## config.mk

```make
export PLATFORM = sky130hd
export DESIGN_NAME = alu_issue_ctrl
export DESIGN_NICKNAME = d
export VERILOG_FILES = /design/src/rtl/alu_issue_ctrl.sv
export SDC_FILE = /design/constraint.sdc
export NUM_CORES = 1
export LEC_CHECK = 0
export BUFFER_PORTS_ARGS = -buffer_cell sky130_fd_sc_hd__buf_2
export CAP_MARGIN = 10
export CORE_MARGIN = 1
export CORE_UTILIZATION = 28
export CTS_CLUSTER_DIAMETER = 30
export DETAILED_ROUTE_END_ITERATION = 6
export MAX_ROUTING_LAYER = met4
export PLACE_DENSITY = 0.57
export SETUP_SLACK_MARGIN = 0.3
export SLEW_MARGIN = 20
export SYNTH_ARGS = -nofsm -noshare
export SYNTH_HDL_FRONTEND = slang
export SYNTH_SLANG_ARGS = --single-unit
```

## constraint.sdc

```tcl
create_clock -name clk -period 2.18 [get_ports clk]
set_input_delay 0.327 -clock clk [delete_from_list [all_inputs] [get_ports clk]]
set_output_delay 0.327 -clock clk [all_outputs]
set_load 0.02 [all_outputs]
```

## src/rtl/alu_issue_ctrl.sv

```systemverilog
// Command-side controller for the 8-bit ALU: accepts commands, reads operands from a small
// register file, drives the ALU for ALU_LAT cycles, writes back and returns the result.
module alu_issue_ctrl #(
  parameter int NREG    = 4,
  parameter int ALU_LAT = 1,
  localparam int IW     = $clog2(NREG)
) (
  input  logic          clk,
  input  logic          rst_n,
  input  logic          cmd_valid,
  output logic          cmd_ready,
  input  logic          cmd_load,
  input  logic [2:0]    cmd_op,
  input  logic [IW-1:0] cmd_dst,
  input  logic [IW-1:0] cmd_srca,
  input  logic [IW-1:0] cmd_srcb,
  input  logic          cmd_imm_en,
  input  logic [7:0]    cmd_imm,
  input  logic          cmd_cin_sel,
  output logic [7:0]    Ain,
  output logic [7:0]    Bin,
  output logic          Carryin,
  output logic [2:0]    op,
  output logic          alu_enabled,
  input  logic [7:0]    alu_out,
  input  logic          Carryout,
  output logic          rsp_valid,
  input  logic          rsp_ready,
  output logic [7:0]    rsp_data,
  output logic          rsp_carry,
  input  logic [IW-1:0] dbg_sel,
  output logic [7:0]    dbg_data
);

  typedef enum logic [1:0] {IDLE, ISSUE, RESP} state_t;

  localparam logic [1:0] LAT_LAST = 2'(ALU_LAT - 1);

  state_t          state_reg, state_next;
  logic [7:0]      ain_reg, ain_next;
  logic [7:0]      bin_reg, bin_next;
  logic [2:0]      op_reg, op_next;
  logic            cin_reg, cin_next;
  logic [IW-1:0]   dst_reg, dst_next;
  logic [1:0]      lat_reg, lat_next;
  logic            carry_reg, carry_next;
  logic [7:0]      rsp_data_reg, rsp_data_next;
  logic            rsp_carry_reg, rsp_carry_next;

  logic            wr_en;
  logic [IW-1:0]   wr_idx;
  logic [7:0]      wr_data;
  logic [NREG*8-1:0] regs_flat;

  function automatic logic [7:0] rd_reg(input logic [IW-1:0] idx);
    return regs_flat[int'(idx)*8 +: 8];
  endfunction

  // One register per generate slice; flattened so the read mux can use a variable index.
  for (genvar gi = 0; gi < NREG; gi++) begin : g_reg
    logic [7:0] q_reg;
    always_ff @(posedge clk or negedge rst_n) begin
      if (!rst_n) begin
        q_reg <= 8'd0;
      end else if (wr_en && (wr_idx == IW'(gi))) begin
        q_reg <= wr_data;
      end
    end
    assign regs_flat[gi*8 +: 8] = q_reg;
  end

  always_ff @(posedge clk or negedge rst_n) begin
    if (!rst_n) begin
      state_reg     <= IDLE;
      ain_reg       <= 8'd0;
      bin_reg       <= 8'd0;
      op_reg        <= 3'd0;
      cin_reg       <= 1'b0;
      dst_reg       <= '0;
      lat_reg       <= 2'd0;
      carry_reg     <= 1'b0;
      rsp_data_reg  <= 8'd0;
      rsp_carry_reg <= 1'b0;
    end else begin
      state_reg     <= state_next;
      ain_reg       <= ain_next;
      bin_reg       <= bin_next;
      op_reg        <= op_next;
      cin_reg       <= cin_next;
      dst_reg       <= dst_next;
      lat_reg       <= lat_next;
      carry_reg     <= carry_next;
      rsp_data_reg  <= rsp_data_next;
      rsp_carry_reg <= rsp_carry_next;
    end
  end

  always_comb begin
    state_next     = state_reg;
    ain_next       = ain_reg;
    bin_next       = bin_reg;
    op_next        = op_reg;
    cin_next       = cin_reg;
    dst_next       = dst_reg;
    lat_next       = lat_reg;
    carry_next     = carry_reg;
    rsp_data_next  = rsp_data_reg;
    rsp_carry_next = rsp_carry_reg;
    wr_en          = 1'b0;
    wr_idx         = dst_reg;
    wr_data        = alu_out;

    case (state_reg)
      IDLE: begin
        if (cmd_valid) begin
          if (cmd_load) begin
            wr_en          = 1'b1;
            wr_idx         = cmd_dst;
            wr_data        = cmd_imm;
            rsp_data_next  = cmd_imm;
            rsp_carry_next = carry_reg;
            state_next     = RESP;
          end else begin
            // Operands are snapshotted here, so the later write to dst cannot disturb them.
            ain_next   = rd_reg(cmd_srca);
            bin_next   = cmd_imm_en ? cmd_imm : rd_reg(cmd_srcb);
            op_next    = cmd_op;
            cin_next   = cmd_cin_sel & carry_reg;
            dst_next   = cmd_dst;
            lat_next   = 2'd0;
            state_next = ISSUE;
          end
        end
      end
      ISSUE: begin
        if (lat_reg == LAT_LAST) begin
          wr_en          = 1'b1;
          carry_next     = Carryout;
          rsp_data_next  = alu_out;
          rsp_carry_next = Carryout;
          ain_next       = 8'd0;
          bin_next       = 8'd0;
          op_next        = 3'd0;
          cin_next       = 1'b0;
          lat_next       = 2'd0;
          state_next     = RESP;
        end else begin
          lat_next = lat_reg + 2'd1;
        end
      end
      RESP: begin
        if (rsp_ready) begin
          state_next = IDLE;
        end
      end
      default: state_next = IDLE;
    endcase
  end

  // ALU operand registers are only non-zero while in ISSUE.
  assign Ain         = ain_reg;
  assign Bin         = bin_reg;
  assign op          = op_reg;
  assign Carryin     = cin_reg;
  assign alu_enabled = (state_reg == ISSUE);
  assign cmd_ready   = (state_reg == IDLE);
  assign rsp_valid   = (state_reg == RESP);
  assign rsp_data    = rsp_data_reg;
  assign rsp_carry   = rsp_carry_reg;
  assign dbg_data    = rd_reg(dbg_sel);

endmodule

```

# ---- After elaboration in Yosys (flattened, before gate mapping)
# Index checks and enable logic that the tools add are counted.
dict set report word_totals {
  out_inout_bits 40
  register_bits 68
  wordCells 87
}
dict set report op_classes {
  muxes 43
  shift 3
  eq_ne 10
  bitwise_logic 2
  reduce_logical 14
  n_addsub 1
}
# op count
set op_table {}
lappend op_table {{2-to-1 mux 8 bit} 12}
lappend op_table {{indexed part select 32 x 6 -> 8 bit} 3}
lappend op_table {{one-hot mux 8 bit (2 select lines)} 3}
lappend op_table {{2-to-1 mux 2 bit} 10}
lappend op_table {{2-to-1 mux 1 bit} 9}
lappend op_table {{2-to-1 mux 3 bit} 3}
lappend op_table {{AND reduction 3 bit} 3}
lappend op_table {{AND reduction 4 bit} 2}
lappend op_table {{== test 2 bit, second input constant} 3}
lappend op_table {{logical NOT 2 bit} 3}
lappend op_table {{!= test 2 x 1 -> 1 bit, second input constant} 3}
lappend op_table {{one-hot mux 1 bit (2 select lines)} 3}
lappend op_table {{one-hot mux 2 bit (3 select lines)} 1}
lappend op_table {{one-hot mux 3 bit (2 select lines)} 1}
lappend op_table {{== test 2 x 1 -> 1 bit, second input constant} 2}
lappend op_table {{logical AND 1 bit} 4}
lappend op_table {{!= test 2 bit, second input constant} 2}
lappend op_table {{one-hot mux 2 bit (2 select lines)} 1}
lappend op_table {{adder 2 x 1 -> 2 bit, second input constant} 1}
lappend op_table {{AND reduction 2 bit} 1}
lappend op_table {{nonzero test 2 bit} 1}
lappend op_table {{AND 1 bit} 1}
lappend op_table {{NOT 1 bit} 1}

# ---- Depth between registers and ports, before layout
dict set report depth {
  ltp_word 5
  depth_mapped 6
  depth_no_buf 5
}

# ---- Worst setup path after synthesis
# No wires, ideal clock.
dict set report synth_timing {
  path_kind {register -> register}
  startpoint {reg state_reg[1]}
  endpoint {reg rsp_carry_reg, in the netlist rsp_carry}
  t_arrival_ns 1.657
  period_less_slack_ns 1.781
  path_slack_ns 0.399
  setup_ns 0.125
  n_path_buf 2
  path_stages_with_launch 7
  path_cell_list {dfrtp_1 -> buf_6 -> or2b_2 -> inv_2 -> buf_4 -> mux2_2 -> mux2_2}
}
dict set report synth_via {
  elab_chain_cells 3
}
# item line
set synth_rtl {}
lappend synth_rtl {{from (decl)} 39} ;# state_t state_reg, state_next;
lappend synth_rtl {{from (signal assigned)} 85} ;# state_reg <= state_next;
lappend synth_rtl {{== test 2 x 1 -> 1 bit (*)} --}
lappend synth_rtl {{via alu_enabled} 24} ;# output logic alu_enabled,
lappend synth_rtl {{!= test 2 x 1 -> 1 bit (no line) / nonzero test 2 bit (equally long branches)} --}
lappend synth_rtl {{AND reduction 4 bit (no line)} --}
lappend synth_rtl {{to (signal assigned)} 94} ;# rsp_carry_reg <= rsp_carry_next;
lappend synth_rtl {{to (decl)} 48} ;# logic rsp_carry_reg, rsp_carry_next;
# The timed path passes the listed nets; every way through them passes the cells marked *.
# A chain may end at the register's enable or synchronous reset.

# ---- Worst setup path in the final report
dict set report layout_timing {
  startpoint {reg state_reg[1]}
  endpoint {reg g_reg[1].q_reg[4]}
}
dict set report layout_via {
  elab_chain_cells 4
}
# item line
set layout_rtl {}
lappend layout_rtl {{logical NOT 2 bit} 113} ;# case (state_reg)
lappend layout_rtl {{2-to-1 mux 2 bit} 113}
lappend layout_rtl {{== test 2 x 1 -> 1 bit} 65} ;# end else if (wr_en && (wr_idx == IW'(gi))) begin
lappend layout_rtl {{logical AND 1 bit} 65}
lappend layout_rtl {{to (signal assigned)} 66} ;# q_reg <= wr_data;
lappend layout_rtl {{to (decl)} 61} ;# logic [7:0] q_reg;
# Several ways; a longest one is shown, not always the timed one.

==> reports/metrics.yaml <==
clk_latency_ns: 0.33
syn_inst: 233
initial_core_util_pct: 28.9
cp_max_fo: 10
drive_gt1_share_pct: 60.8
synthFlopType: "dfrtp_1"
synth_common_cells: "68 x dfrtp_1, 42 x mux2_2, 24 x mux4_2"
maxCapViolations: 0
syn-num-nets: 270
drc: 0
synthTopCellsByArea: "dfrtp_1 46%, mux4_2 15%, mux2_2 13%, mux2_4 6.6%, a22o_1 3.1%"
ys_warn_count: 0
ys_seq_elements: 68
rows: 41
power.density_nw_per_um2: 1300
post-route-util_pct: 36.2
rr_worst_depth: 4
largest_reg_flops: 32
numClockSinks: 68
vias: 2394
worstSetupStartpointType: "register"
routed_wl_um: 9240
dieArea_um2: 13500
rsz0062_at_grt: "no"
final_antenna_net_count: 0
netlist.area_leader.share_pct: 46.5
grt_pass1_vias: 2529
hold_viol: 0
worstPathRequired_ns: 2.39
timing.final.crit_share_pct: 81.1
gp_congestion: 0.752
setup_tns_ns: 0
slew_headroom_pct: 59.4
cts_root_buf: "clkbuf_16"
cts_tree: "done"
portBuffers: 74
finalSetupViolCount: 0
drt_iter0_drc: 115
vdd_drop_max_mv: 0.433
place_ws_ns: 0.150
synth-edff-count: 0
tightest_slew_ns: 0.607
drv_slew: 0
synth.most_common_cell: "dfrtp_1"
holdBufCountCts: 0
startpoint: "state_reg[1]$_DFFE_PN0P_"
synth.distinct_cells: 36
slowest_stage: "dfrtp_2"
viasPerCell: 4.91
die_y_um: 116
dp_hpwl_um: 6620
synth_area_leader_cell: "dfrtp_1"
cp_data_arrival_time_ns: 1.98
grt_pass1_wl_um: 14300
min_period_ns: 1.77
wl_per_cell_um: 18.9
crit_chain: "and4bb_4 -> buf_12 -> mux2_4 -> mux2_1"
avgSynthCellArea_um2: 15.7
numCtsBuffers: 9
status: "finished clean"
rr_startpoint: "state_reg[1]$_DFFE_PN0P_"
clkTransAtPathRegs_ns: 0.06
io_pins: 75
critPathCaptureType: "register"
clockBufferDepth: 2
grtUsageTotal_pct: 15.2
grt_overflow_total: 0
fin_nets: 348
area_growth_syn_to_layout_pct: 25.4
drt-pass1-iter-count: 5
final_cell_count_no_fill: 488
hp-class: "in2async"
clock_skew_ns: 0.00565
n_antenna_cell: 0
fmax_mhz: 565
ys_seq_area_share_pct: 46.5
power.total_mw: 5.95
ys_async_sr_fraction_pct: 100
design.core.area_um2: 12700
grt_max_degree: 69
p_leak_nw: 2.02
htreeDepth: 3
setup_ws_ns: 0.411
grt_antenna_before_repair: 0
critPathMaxStageDelay_ns: 0.47
dp_cells: 469
synth.cell_area_um2: 3660
worstSetupPathType: "reg2reg"
die_w_um: 116
==> per-layer routing <==
metal / vias up / routed length (um) / part of all wire, % / track usage (%)
met4: 0 / 194 / 2.1 / 5.47
met2: 65 / 4640 / 50 / 24.6
met1: 1244 / 3990 / 43 / 18.5
met5: - / 0 / 0 / -
li1: 1070 / - / - / -
met3: 15 / 416 / 4.5 / 3.63
==> layout by cell type, fill, tap and decap left out, types with 2 or more instances in the layout <==
cell,count
dfrtp_1,67
bufinv_16,2
nor2_1,2
buf_4,6
o2bb2ai_1,8
mux2_4,16
mux4_2,24
buf_12,3
a22o_1,13
inv_1,4
o21ai_0,3
mux2_2,42
mux2i_1,8
a32o_1,2
clkbuf_16,9
nor2b_1,3
clkinv_2,3
buf_2,74
mux2_1,3
nand2_1,5
==> power breakdown <==
group / total (mW) / switching [mW] / internal (mW)
registers: 2.25 / 0.442 / 1.81
logic: 2.15 / 0.993 / 1.16
clock network: 1.54 / 0.516 / 1.03
==> cell type report <==
class	count	area, um2
clock buffers	11	243
clock inverters	5	75.1
fillers	1240	8080
inverters	5	26.3
multi-input cells	144	1850
flip-flops and latches	68	1700
well taps	172	215
repair buffers	83	475
==> timing repair <==
item	4_1_cts	5_1_grt
resized for setup	4	4
endpoints found under the setup margin	45	33
pin swaps	2	0
cloned	0	0
setup buffers	3	0
==> path summary, 6_finish.rpt <==
path	to	slack, ns
max	g_reg[1].q_reg[4]$_DFFE_PN0P_	0.41
min	Ain[0]$_DFFE_PN0P_	0.02
max reg2reg	g_reg[1].q_reg[4]$_DFFE_PN0P_	0.41
min reg2reg	Bin[3]$_DFFE_PN0P_	0.49
max in group asynchronous	state_reg[1]$_DFFE_PN0P_	1.85
min in group clk	op[2]$_DFFE_PN0P_	0.22
==> through the flow <==
step / hold WS [ns] / instance area, um2
2_1_floorplan: 0.0314 / 3660
3_3_place_gp: 0.387 / 4190
3_5_place_dp: 0.386 / 4190
4_1_cts: 0.0366 / 4570
5_1_grt: 0.0448 / 4590
6_report: 0.0185 / 4590
==> worst max-delay path: cells and delay by family, from the launching register on <==
family / cells / cell delay [ns]
buf+inv: 1 / 0.15
flops: 1 / 0.47
mux: 2 / 0.61
simple gates: 1 / 0.41
==> cell families (layout without fill, tap and decap cells) <==
kind of cell	Yosys count	in the layout	share of synthesized area, %
compound gates	32	32	8.31
mux	93	93	37.4
fa+ha+maj	2	2	0.684
simple gates	17	17	3.56
buf+inv	21	104	3.59
flops	68	68	46.5
(Power assumes the default switching activity.)
